==> src/rtl/fetch_sequencer.sv <==
// Instruction-fetch sequencer: PC walk, prefetch FIFO, redirect flush, start/halt.
// Optional FETCH_STATS_EN adds saturating fetch/redirect counters.
module fetch_sequencer #(
   parameter int          DEPTH      = 2,
   parameter logic [31:0] RESET_PC   = 32'h0000_0000,
   parameter int          IMEM_WORDS = 32
) (
   input  logic        clk,
   input  logic        reset,
   input  logic        start,
   input  logic        halt,
   output logic [31:0] imem_addr,
   input  logic [31:0] imem_data,
   output logic [31:0] instr,
   output logic [31:0] instr_pc,
   output logic        instr_valid,
   input  logic        instr_ready,
   input  logic        branch_taken,
   input  logic [31:0] branch_target
`ifdef FETCH_STATS_EN
   ,
   output logic [31:0] fetch_count,
   output logic [15:0] redirect_count
`endif
   ,
   output logic        busy
);

   localparam int          AW       = (DEPTH > 1) ? $clog2(DEPTH) : 1;
   localparam logic [31:0] SPAN     = 32'(IMEM_WORDS * 4);
   localparam logic [31:0] LAST     = SPAN - 32'd4;
   localparam logic [AW:0] FULL_CNT = DEPTH[AW:0];
   localparam logic [31:0] PC_RST   = {RESET_PC[31:2], 2'b00};

   typedef enum logic [1:0] {IDLE, FETCH, FLUSH, HALTED} state_t;

   state_t        state, state_nxt;
   logic [31:0]   pc, pc_nxt;
   logic [31:0]   fifo_data [DEPTH];
   logic [31:0]   fifo_pc   [DEPTH];
   logic [AW-1:0] rp, wp;
   logic [AW:0]   cnt;
   logic          full, pop, push, redirect;
   logic [31:0]   pc_inc, pc_tgt;

   assign full        = (cnt == FULL_CNT);
   assign instr_valid = (cnt != '0);
   assign pop         = instr_valid && instr_ready;
   assign redirect    = branch_taken && (state != IDLE);
   assign pc_inc      = (pc == LAST) ? 32'd0 : pc + 32'd4;
   assign pc_tgt      = (branch_target & 32'hFFFF_FFFC) % SPAN;
   assign imem_addr   = pc;
   assign busy        = (state == FETCH) || (state == FLUSH);
   assign instr       = instr_valid ? fifo_data[rp] : 32'd0;
   assign instr_pc    = instr_valid ? fifo_pc[rp]   : 32'd0;

   always_comb begin
      state_nxt = state;
      pc_nxt    = pc;
      push      = 1'b0;
      unique case (state)
         IDLE: begin
            if (start && !halt) state_nxt = FETCH;
         end
         FETCH: begin
            if (redirect) begin
               state_nxt = FLUSH;
               pc_nxt    = pc_tgt;
            end else if (halt) begin
               state_nxt = HALTED;
            end else if (!full || pop) begin
               push   = 1'b1;
               pc_nxt = pc_inc;
            end
         end
         FLUSH: begin
            if (redirect) begin
               pc_nxt = pc_tgt;
            end else if (halt) begin
               state_nxt = HALTED;
            end else begin
               state_nxt = FETCH;
            end
         end
         HALTED: begin
            if (redirect) pc_nxt = pc_tgt;
            else if (start && !halt) state_nxt = FETCH;
         end
         default: state_nxt = IDLE;
      endcase
   end

   always_ff @(posedge clk) begin
      if (reset) begin
         state <= IDLE;
         pc    <= PC_RST;
      end else begin
         state <= state_nxt;
         pc    <= pc_nxt;
      end
   end

   // A redirect drops everything buffered, including an entry popped this cycle.
   always_ff @(posedge clk) begin
      if (reset || redirect) begin
         rp  <= '0;
         wp  <= '0;
         cnt <= '0;
      end else begin
         if (push) begin
            fifo_data[wp] <= imem_data;
            fifo_pc[wp]   <= pc;
            wp            <= wp + 1'b1;
         end
         if (pop) rp <= rp + 1'b1;
         if (push && !pop) cnt <= cnt + 1'b1;
         else if (pop && !push) cnt <= cnt - 1'b1;
      end
   end

`ifdef FETCH_STATS_EN
   always_ff @(posedge clk) begin
      if (reset) begin
         fetch_count    <= '0;
         redirect_count <= '0;
      end else begin
         if (push && fetch_count != '1) fetch_count <= fetch_count + 1'b1;
         if (redirect && redirect_count != '1)
            redirect_count <= redirect_count + 1'b1;
      end
   end
`endif

endmodule

==> config.mk <==
export PLATFORM = sky130hd
export DESIGN_NAME = fetch_sequencer
export DESIGN_NICKNAME = d
export VERILOG_FILES = /design/src/rtl/fetch_sequencer.sv
export SDC_FILE = /design/constraint.sdc
export NUM_CORES = 1
export LEC_CHECK = 0
export BUFFER_PORTS_ARGS = -buffer_cell sky130_fd_sc_hd__buf_2
export CAP_MARGIN = 10
export CELL_PAD_IN_SITES_DETAIL_PLACEMENT = 2
export CELL_PAD_IN_SITES_GLOBAL_PLACEMENT = 2
export CORE_MARGIN = 5
export CORE_UTILIZATION = 35
export CTS_CLUSTER_SIZE = 12
export DETAILED_ROUTE_END_ITERATION = 10
export PLACE_DENSITY_LB_ADDON = 0.1
export SYNTH_ARGS = -nofsm -noshare
export SYNTH_HDL_FRONTEND = slang
export SYNTH_SLANG_ARGS = --single-unit
==> constraint.sdc <==
create_clock -name clk -period 7.8 [get_ports clk]
set_clock_uncertainty 0.2 [all_clocks]
set_input_delay 1.17 -clock clk [delete_from_list [all_inputs] [get_ports clk]]
set_output_delay 1.17 -clock clk [all_outputs]
set_load 0.05 [all_outputs]
==> results of run 1 <==
-- metal layers --
layer,GRT usage,share of wire,vias to the layer above,wire (um)
met5,0,0.00073,-,13
met4,0.04434,0.011,2,191
met3,0.04449,0.044,20,789
met2,0.2914,0.51,96,9043
met1,0.1992,0.44,2333,7790
li1,-,-,2155,-
-- cell type report --
type	instances	area, um^2	share of cell area
multi-input cells	319	2135	0.2578
clock inverters	5	37.54	0.004534
clock buffers	27	546.8	0.06604
well taps	260	325.3	0.03929
flip-flops and latches	161	4468	0.5397
inverters	9	33.78	0.004080
repair buffers	143	733.2	0.08856
-- power by group --
part	switching, mW	leakage, nW	internal [mW]
sequential	0.0596	1.39	0.981
combinational	0.911	1.34	0.271
clock	0.332	0.288	0.484
total	1.30	3.02	1.74
-- logic make-up (layout without fill, tap and decap cells) --
| group | count (synthesis) | in the layout | share of synthesized area |
|---|---|---|---|
| flip-flops | 161 | 161 | 0.6628 |
| adder cells (fa/ha/maj) | 7 | 7 | 0.01300 |
| XOR/XNOR | 18 | 18 | 0.02341 |
| multiplexers | 68 | 68 | 0.1016 |
| buffers and inverters | 35 | 184 | 0.02452 |
| AO/OA/AOI/OAI | 42 | 42 | 0.03976 |
| AND/OR/NAND/NOR | 180 | 180 | 0.1343 |
| other | 1 | 4 | 0.0005568 |
-- worst paths after layout --
check               startpoint            end  cells after the start
setup / recovery          flop   instr_pc[11]                      4
hold / removal              rp             rp                      2
setup reg to reg  imem_addr[3]  imem_addr[13]                      6
hold reg to reg             rp             rp                      2
-- synth_stat cells (5+ instances only) --
cell	instances	area (um^2)
nor2_1	90	337.8
nor4_1	7	43.79
o21ai_0	10	50.05
nor3b_1	5	37.54
dfxtp_1	37	740.7
xnor2_1	13	113.9
mux2i_1	65	650.6
edfxtp_1	124	3724
ha_1	7	87.58
clkbuf_1	15	56.30
inv_1	9	33.78
nand2_1	15	56.30
or3_1	10	62.56
nand3_1	10	50.05
nand4_1	9	56.30
xor2_1	5	43.79
nor3_1	8	40.04
a21oi_1	15	75.07
-- state kept, by name, indices dropped and copies added (netlist names), named ones only --
| register | cells |
|---|---|
| fifo_data | 64 |
| fifo_pc | 60 |
| imem_addr | 30 |
| cnt | 2 |
| state | 2 |
| rp | 1 |
| wp | 1 |
-- worst register-to-register path, stage by stage, from the launching register on --
cell and delay, ns:
dfxtp_1 0.48, ha_1 0.26, nor4b_1 0.26, nand4_1 0.23, o311a_1 0.48, o21bai_2 0.89
nor3_1 0.19
-- stage by stage --
stage	hold WS, ns	cells	instance area, um^2
after floorplan	0.2725	515	6746
after global placement	0.2892	892	7695
after detailed placement	0.2943	892	7695
after CTS	0.3128	924	8279
after global routing	0.3760	924	8279
final	0.3138	924	8279
==> flow_metrics.py, run 1 <==
metrics = {
    "logic_synthesis": {
        "yosysUniqueCellTypes": 50,
        "yosysSeqAreaShare": 0.6628,
        "avgSynthCellArea_um2": 13.15,
        "ys.flop_type": "edfxtp_1",
        "synth-edff-count": 124,
        "ys_async_sr_fraction": 0,
        "ys_warn_count": 0,
        "synth_seq_cells": 161,
        "syn_inst": 512,
        "syn_area_um2": 6735,
    },
    "timing": {
        "rsz0062_at_grt": "no",
        "slew_headroom": 0.2653,
        "min_period_over_period": 0.4769,
        "maxSlewViolCount": 0,
        "period_minus_slack_ns": 3.720,
        "fmax_ghz": 0.2688,
        "final-hold-violation-count": 0,
        "fin_ws_ns": 4.080,
        "worst_pin_slew_ns": 1.101,
        "setup_viol": 0,
        "tns_ns": 0,
    },
    "critical_path": {
        "rrSetupSlack_ns": 4.65,
        "cpPeakStageDelay_ns": 0.66,
        "cpMaxStageDelayCell": "buf_4",
        "crit_type": "reg -> out",
        "crit_chain": "buf_4 > mux2i_1 > nor2_1 > buf_2",
        "cp_max_fo": 40,
        "cp-end-kind": "output port",
        "crit_buf_inv": 2,
        "cp.arrival_ns": 2.35,
        "cp.required_ns": 6.43,
        "cp_top_family": "buffers and inverters",
        "startpoint_type": "flop",
    },
    "global_routing": {
        "grt_max_degree": 43,
        "grt_pass1_wl_um": 28360,
        "grtUsageTotal": 0.1651,
        "antenna_found_initial": 1,
        "grt_pass1_vias": 5119,
        "gr-total-overflow": 0,
    },
    "clock_tree": {
        "postCtsHoldBufs": 0,
        "htreeDepth": 4,
        "cts_buffers": 17,
        "cts.sinks": 161,
        "worstSkewPairLatency_ns": 0.42,
        "path_clk_slew_ns": 0.06,
        "cts_resized": 0,
        "cts_setup_buffers": 0,
        "cts-root-buf": "clkbuf_16",
        "cts_buffer_depth": 2,
        "cts_tree": "done",
    },
    "floorplan": {
        "boundaryPins": 168,
        "start_util": 0.3577,
        "rows": 50,
        "die_x_um": 148.7,
        "die-area_um2": 22120,
        "dieHeight_um": 148.7,
        "core-area_um2": 18830,
    },
    "hold_path": {
        "holdCritPathClass": "reg -> reg",
    },
    "routing": {
        "via_count": 4606,
        "drt-wirelength-per-cell_um": 19.29,
        "initialDrtViolationCount": 248,
        "first_pass_iters": 5,
        "ant_nets": 0,
        "vias_per_cell": 4.985,
        "wl_um": 17830,
        "drc": 0,
    },
    "placement": {
        "dp_hpwl_um": 12030,
        "pre_cts_ws_ns": 4.302,
        "io_buffer_count": 136,
        "place.gp.congestion": 0.7505,
    },
    "layout": {
        "nets": 728,
        "diodes": 0,
        "mostFrequentLayoutCell": "buf_2",
        "final_cell_mix": "buf_2, edfxtp_1, nor2_1, mux2i_1, dfxtp_1",
        "fill_cells": 1930,
        "post-route-util": 0.4397,
        "drive_gt1_frac": 0.2786,
        "area_growth_syn_to_layout_pct": 22.92,
    },
    "run_status": {
        "status": "complete, no violations",
    },
    "power_and_ir_drop": {
        "p_leak_nw": 3.023,
        "ir_worst_vdd_v": 0.0001625,
        "power.density_nw_per_um2": 367.1,
        "power.total_mw": 3.039,
    },
    "job": {
        "maxCapViolCount": 0,
    },
}
Power figures use the tool's default switching activity.
==> run 2: changes to the inputs <==
Clock period 7.8 ns to 3.9 ns, I/O delays scaled along.
==> run 2 against run 1 <==
Design area rose by 1.4%. Sequential cell count did not move. Combinational power rose by 100%. Sequential power rose by 100%. Register-to-register slack got worse by 3.7 ns. Power rose by 110%.
==> flow_metrics.py, run 2 (synthesized netlist as in run 1, its figures left out) <==
metrics = {
    "power_and_ir_drop": {
        "power_frac_seq": 0.335,
        "power.density_nw_per_um2": 745.6,
        "p_comb_frac": 0.382,
        "p_leak_nw": 3.063,
        "intPower_mw": 3.617,
        "ir_worst_vdd_v": 0.0003513,
        "p_sw_frac": 0.4220,
        "p_sw_mw": 2.640,
        "pwr-share-clk": 0.283,
    },
    "clock_tree": {
        "path_clk_slew_ns": 0.07,
        "cts_setup_buffers": 0,
        "cts.sinks": 161,
        "htreeDepth": 4,
        "worstSkewPairLatency_ns": 0.42,
        "cts_buffers": 17,
        "cts_resized": 0,
        "cts-root-buf": "clkbuf_16",
        "postCtsHoldBufs": 0,
        "cts_buffer_depth": 2,
        "cts_tree": "done",
    },
    "routing": {
        "drt-wirelength-per-cell_um": 19.29,
        "wl_um": 17860,
        "ant_nets": 0,
        "drc": 0,
        "first_pass_iters": 4,
        "initialDrtViolationCount": 192,
        "vias_per_cell": 4.970,
        "via_count": 4602,
    },
    "layout": {
        "post-route-util": 0.4456,
        "nets": 730,
        "mostFrequentLayoutCell": "buf_2",
        "area_growth_syn_to_layout_pct": 24.60,
        "drive_gt1_frac": 0.2868,
        "largest_register_ffs": 64,
        "top_register": "fifo_data",
        "final_cell_mix": "buf_2, edfxtp_1, nor2_1, mux2i_1, dfxtp_1",
        "diodes": 0,
    },
    "job": {
        "maxCapViolCount": 0,
    },
    "floorplan": {
        "rows": 50,
        "boundaryPins": 168,
        "start_util": 0.3577,
        "core-area_um2": 18830,
        "die_x_um": 148.7,
        "die-area_um2": 22120,
        "dieHeight_um": 148.7,
    },
    "critical_path": {
        "startpoint_type": "flop",
        "cp_max_fo": 52,
        "cp.arrival_ns": 2.83,
        "crit_type": "reg -> reg",
        "cp_top_family": "simple AND/OR/NAND/NOR gates",
        "cpPeakStageDelay_ns": 0.63,
        "crit_chain": "inv_1 > ha_1 > nand2b_1 > and3b_1 > nand2_1 > nor3_4 > buf_4",
        "crit_buf_inv": 2,
        "cp.required_ns": 3.74,
        "cpMaxStageDelayCell": "buf_4",
        "cp-end-kind": "flop",
    },
    "timing": {
        "setup_viol": 0,
        "rsz0062_at_grt": "no",
        "period_minus_slack_ns": 2.985,
        "worst_pin_slew_ns": 0.7812,
        "min_period_over_period": 0.7654,
        "slew_headroom": 0.4792,
        "fmax_ghz": 0.3350,
        "tns_ns": 0,
        "final-hold-violation-count": 0,
        "maxSlewViolCount": 0,
    },
    "global_routing": {
        "grt_max_degree": 53,
        "grtUsageTotal": 0.1644,
        "grt_pass1_vias": 5051,
        "gr-total-overflow": 0,
        "grt_pass1_wl_um": 28190,
        "antenna_found_initial": 0,
    },
    "run_status": {
        "status": "complete, no violations",
    },
    "hold_path": {
        "holdCritPathClass": "in -> reg",
    },
    "placement": {
        "dp_hpwl_um": 12290,
        "io_buffer_count": 136,
        "place.gp.congestion": 0.7108,
    },
}
-- run 2: changes by cell type in the layout (fill, tap and decap cells not counted), moves of 2 or more --
cell | previous run | this run
clkbuf_16 | 20 | 17
clkbuf_8 | 2 | 0
buf_12 | 0 | 3
bufinv_16 | 0 | 4
clkbuf_1 | 5 | 0
clkinvlp_4 | 0 | 3
-- run 2: path summary, 6_finish.rpt --
check	start	endpoint	slack, ns	depth (start not counted)
min reg2reg	rp	flop	0.32	2
min	imem_data[7]	fifo_data[0][7]	0.15	1
max reg2reg	state[0]	fifo_data[0][27]	0.91	7
max	state[0]	fifo_data[0][27]	0.91	7
-- run 2: power by group through the flow --
stage | Combinational, mW | Sequential [mW] | Clock [mW]
6_report | 2.39 | 2.09 | 1.77
5_1_grt | 2.54 | 2.11 | 1.90
4_1_cts | 2.44 | 2.10 | 1.82
3_5_place_dp | 2.43 | 2.14 | 0
3_3_place_gp | 2.40 | 2.12 | 0
2_1_floorplan | 1.81 | 2.11 | 0
-- run 2: worst register-to-register path, delay by kind of cell (launching register included) --
family | cells | cell delay [ns]
adder cells (fa/ha/maj) | 1 | 0.25
buffers and inverters | 2 | 0.73
flip-flops | 1 | 0.34
AND/OR/NAND/NOR | 4 | 1.02
-- run 2: final cells by class --
cell class              instances  area, um^2
clock inverters                15       206.4
repair buffers                145       785.8
clock buffers                  17       425.4
well taps                     260       325.3
flip-flops and latches        161        4468
fillers                      1922       10440
inverters                       9       33.78
multi-input cells             319        2147
-- run 2: per-layer routing --
layer	wire [um]	global-route usage	vias up
li1	-	-	2162
met1	7689	0.2014	2338
met2	9320	0.2896	93
met3	723	0.03991	9
met4	131	0.04480	0
met5	0	0	-
-- run 2: stage by stage --
stage	std cells	area, um^2	hold slack, ns	power (mW)	setup slack [ns]
after floorplan	515	6769	0.2725	3.913	0.3198
after global placement	894	7760	0.2895	4.521	0.9921
after detailed placement	894	7760	0.3097	4.565	0.8807
after CTS	926	8392	0.1283	6.357	0.8431
after global routing	926	8392	0.1268	6.555	0.5995
final	926	8392	0.1540	6.257	0.9149
==> run 3: changes to the inputs <==
Settings changed: ABC_AREA set to 1, CORE_UTILIZATION 35 to 33.
Clock period 3.9 ns to 2.8 ns, I/O delays scaled along.
==> run 3 against run 2 <==
Utilization fell by 1.5 points. Die area grew 11%. Critical path depth is 3 lower. Highest routed layer unchanged. Critical path type is now reg -> out. Largest cell class unchanged. Final cell count rose by 26%. Synthesized area increased by 5.5%.
==> flow_metrics.py, run 3 <==
metrics = {
    "logic_synthesis": {
        "synth.top_cell.area_share": 0.5239,
        "synthTopCellsByCount": "nand2_1, edfxtp_1, a21oi_1, nor2_1, inv_1",
        "synth_area_leaders": "edfxtp_1, dfxtp_1, nand2_1",
        "synth_xor_area_frac": 0.01355,
        "syn_inst": 706,
        "yosysUniqueCellTypes": 40,
        "syn_area_um2": 7108,
        "yosysSeqAreaShare": 0.6281,
        "yosys.area_share.adder": 0.01232,
        "synthSimpleGateAreaFrac": 0.2207,
        "synthMuxAreaShare": 0,
        "ys_warn_count": 0,
        "avgSynthCellArea_um2": 10.07,
        "ys_async_sr_fraction": 0,
        "ys.flop_type": "edfxtp_1",
        "yosysTopAreaCell": "edfxtp_1",
        "synth_top_family_by_area": "simple AND/OR/NAND/NOR gates",
        "synth_seq_cells": 161,
        "synth-edff-count": 124,
        "synth_compound_area_frac": 0.07076,
        "synth.most_common_cell": "nand2_1",
    },
    "power_and_ir_drop": {
        "intPower_mw": 4.784,
        "power_frac_seq": 0.320,
        "p_sw_frac": 0.4716,
        "ir_worst_vdd_v": 0.0004120,
        "p_sw_mw": 4.269,
        "pwr-share-clk": 0.241,
        "power.total_mw": 9.053,
        "p_comb_frac": 0.439,
        "p_leak_nw": 3.633,
        "power.density_nw_per_um2": 997.7,
    },
    "routing": {
        "via_count": 5700,
        "first_pass_iters": 4,
        "drt-wirelength-per-cell_um": 19.08,
        "ant_nets": 0,
        "initialDrtViolationCount": 321,
        "drc": 0,
        "vias_per_cell": 4.868,
        "wl_um": 22340,
    },
    "layout": {
        "drive_gt1_frac": 0.2734,
        "area_growth_syn_to_layout_pct": 27.65,
        "largest_register_ffs": 64,
        "top_register": "fifo_data",
        "nets": 960,
        "final_cell_mix": "nand2_1, buf_2, edfxtp_1, a21oi_1, nor2_1",
        "diodes": 0,
        "layoutNonFillerInstCount": 1171,
        "mostFrequentLayoutCell": "nand2_1",
        "stdcell_area_um2": 9074,
    },
    "floorplan": {
        "boundaryPins": 168,
        "die-area_um2": 24580,
        "core-area_um2": 21090,
        "dieHeight_um": 156.8,
        "start_util": 0.3371,
        "die_x_um": 156.8,
        "rows": 53,
    },
    "critical_path": {
        "cpPeakStageDelay_ns": 0.47,
        "cp.required_ns": 2.18,
        "startpoint_type": "flop",
        "crit_buf_inv": 2,
        "cp-end-kind": "output port",
        "crit_type": "reg -> out",
        "cp_top_family": "buffers and inverters",
        "cp_max_fo": 35,
        "cp.arrival_ns": 2.05,
        "cpMaxStageDelayCell": "nor2_4",
        "crit_chain": "nor2_4 > buf_6 > a21oi_1 > buf_2",
    },
    "timing": {
        "worst_pin_slew_ns": 0.6861,
        "maxSlewViolCount": 0,
        "final-hold-violation-count": 0,
        "period_minus_slack_ns": 2.669,
        "slew_headroom": 0.5421,
        "setup_viol": 0,
        "fmax_ghz": 0.3746,
        "min_period_over_period": 0.9533,
        "rsz0062_at_grt": "no",
    },
    "global_routing": {
        "grtUsageTotal": 0.1841,
        "grt_pass1_wl_um": 35080,
        "antenna_found_initial": 0,
        "grt_max_degree": 63,
        "gr-total-overflow": 0,
        "grt_pass1_vias": 6349,
    },
    "placement": {
        "placed_cell_area_um2": 8233,
        "dp_cells": 1110,
        "io_buffer_count": 136,
        "dp_hpwl_um": 15770,
        "place.gp.congestion": 0.7958,
    },
    "clock_tree": {
        "cts_tree": "done",
        "cts_buffers": 17,
        "cts.sinks": 161,
        "htreeDepth": 4,
        "cts-root-buf": "clkbuf_16",
        "path_clk_slew_ns": 0.07,
        "cts_buffer_depth": 2,
        "worstSkewPairLatency_ns": 0.42,
        "cts_setup_buffers": 0,
    },
    "job": {
        "maxCapViolCount": 0,
    },
    "run_status": {
        "status": "complete, no violations",
    },
    "hold_path": {
        "holdCritPathClass": "in -> reg",
    },
}
run 3: path summary, 6_finish.rpt:
| kind | depth (start not counted) | slack [ns] | to | from |
|---|---|---|---|---|
| max | 4 | 0.13 | instr_pc[16] | cnt[1] |
| min | 1 | 0.02 | fifo_data[0][20] | imem_data[20] |
| max reg2reg | 7 | 0.40 | fifo_pc[0][26] | cnt[0] |
| min reg2reg | 2 | 0.29 | wp | wp |
run 3: final cells by class:
type,instances,area (um^2)
clock buffers,18,429.2
clock inverters,14,121.4
fillers,2265,12010
inverters,56,210.2
multi-input cells,463,2337
flip-flops and latches,161,4467
well taps,275,344.1
repair buffers,184,1165
run 3: logic make-up (layout without fill, tap and decap cells):
logic type / Yosys count / count (layout)
other cells: 1 / 4
simple gates: 348 / 349
buf+inv: 86 / 272
compound gates: 92 / 92
fa+ha+maj: 7 / 7
xor+xnor: 11 / 11
flops: 161 / 161
run 3: what timing repair did:
action	4_1_cts	5_1_grt
gates resized for setup	1	0
hold buffers	28	0
endpoints found under the setup margin	35	0
endpoints found under the hold margin	54	0
run 3: power groups by stage:
stage               registers (mW)  logic [mW]  clock network [mW]
floorplan                     2.99        2.91                   0
global placement              2.92        3.87                   0
detailed placement            2.93        3.97                   0
CTS                           2.90        4.04                2.23
global route                  2.91        4.24                2.35
finish                        2.90        3.97                2.19
run 3: routing by layer:
layer	share of wire	wire, um	global-route usage
met1	0.44	9852	0.2440
met2	0.50	11220	0.3211
met3	0.048	1067	0.02765
met4	0.0092	206	0.03843
met5	0	0	0
run 3: metrics by stage:
| step | hold slack [ns] | utilization | setup WS (ns) | TNS [ns] |
|---|---|---|---|---|
| finish | 0.01901 | 0.4303 | 0.1307 | 0 |
| global route | 0.0007837 | 0.4303 | 0.02109 | 0 |
| CTS | 0.003576 | 0.4303 | 0.09164 | 0 |
| detailed placement | 0.2855 | 0.3904 | 0.2638 | 0 |
| global placement | 0.2479 | 0.3904 | 0.3235 | 0 |
| floorplan | 0.2393 | - | -0.2291 | -14.20 |
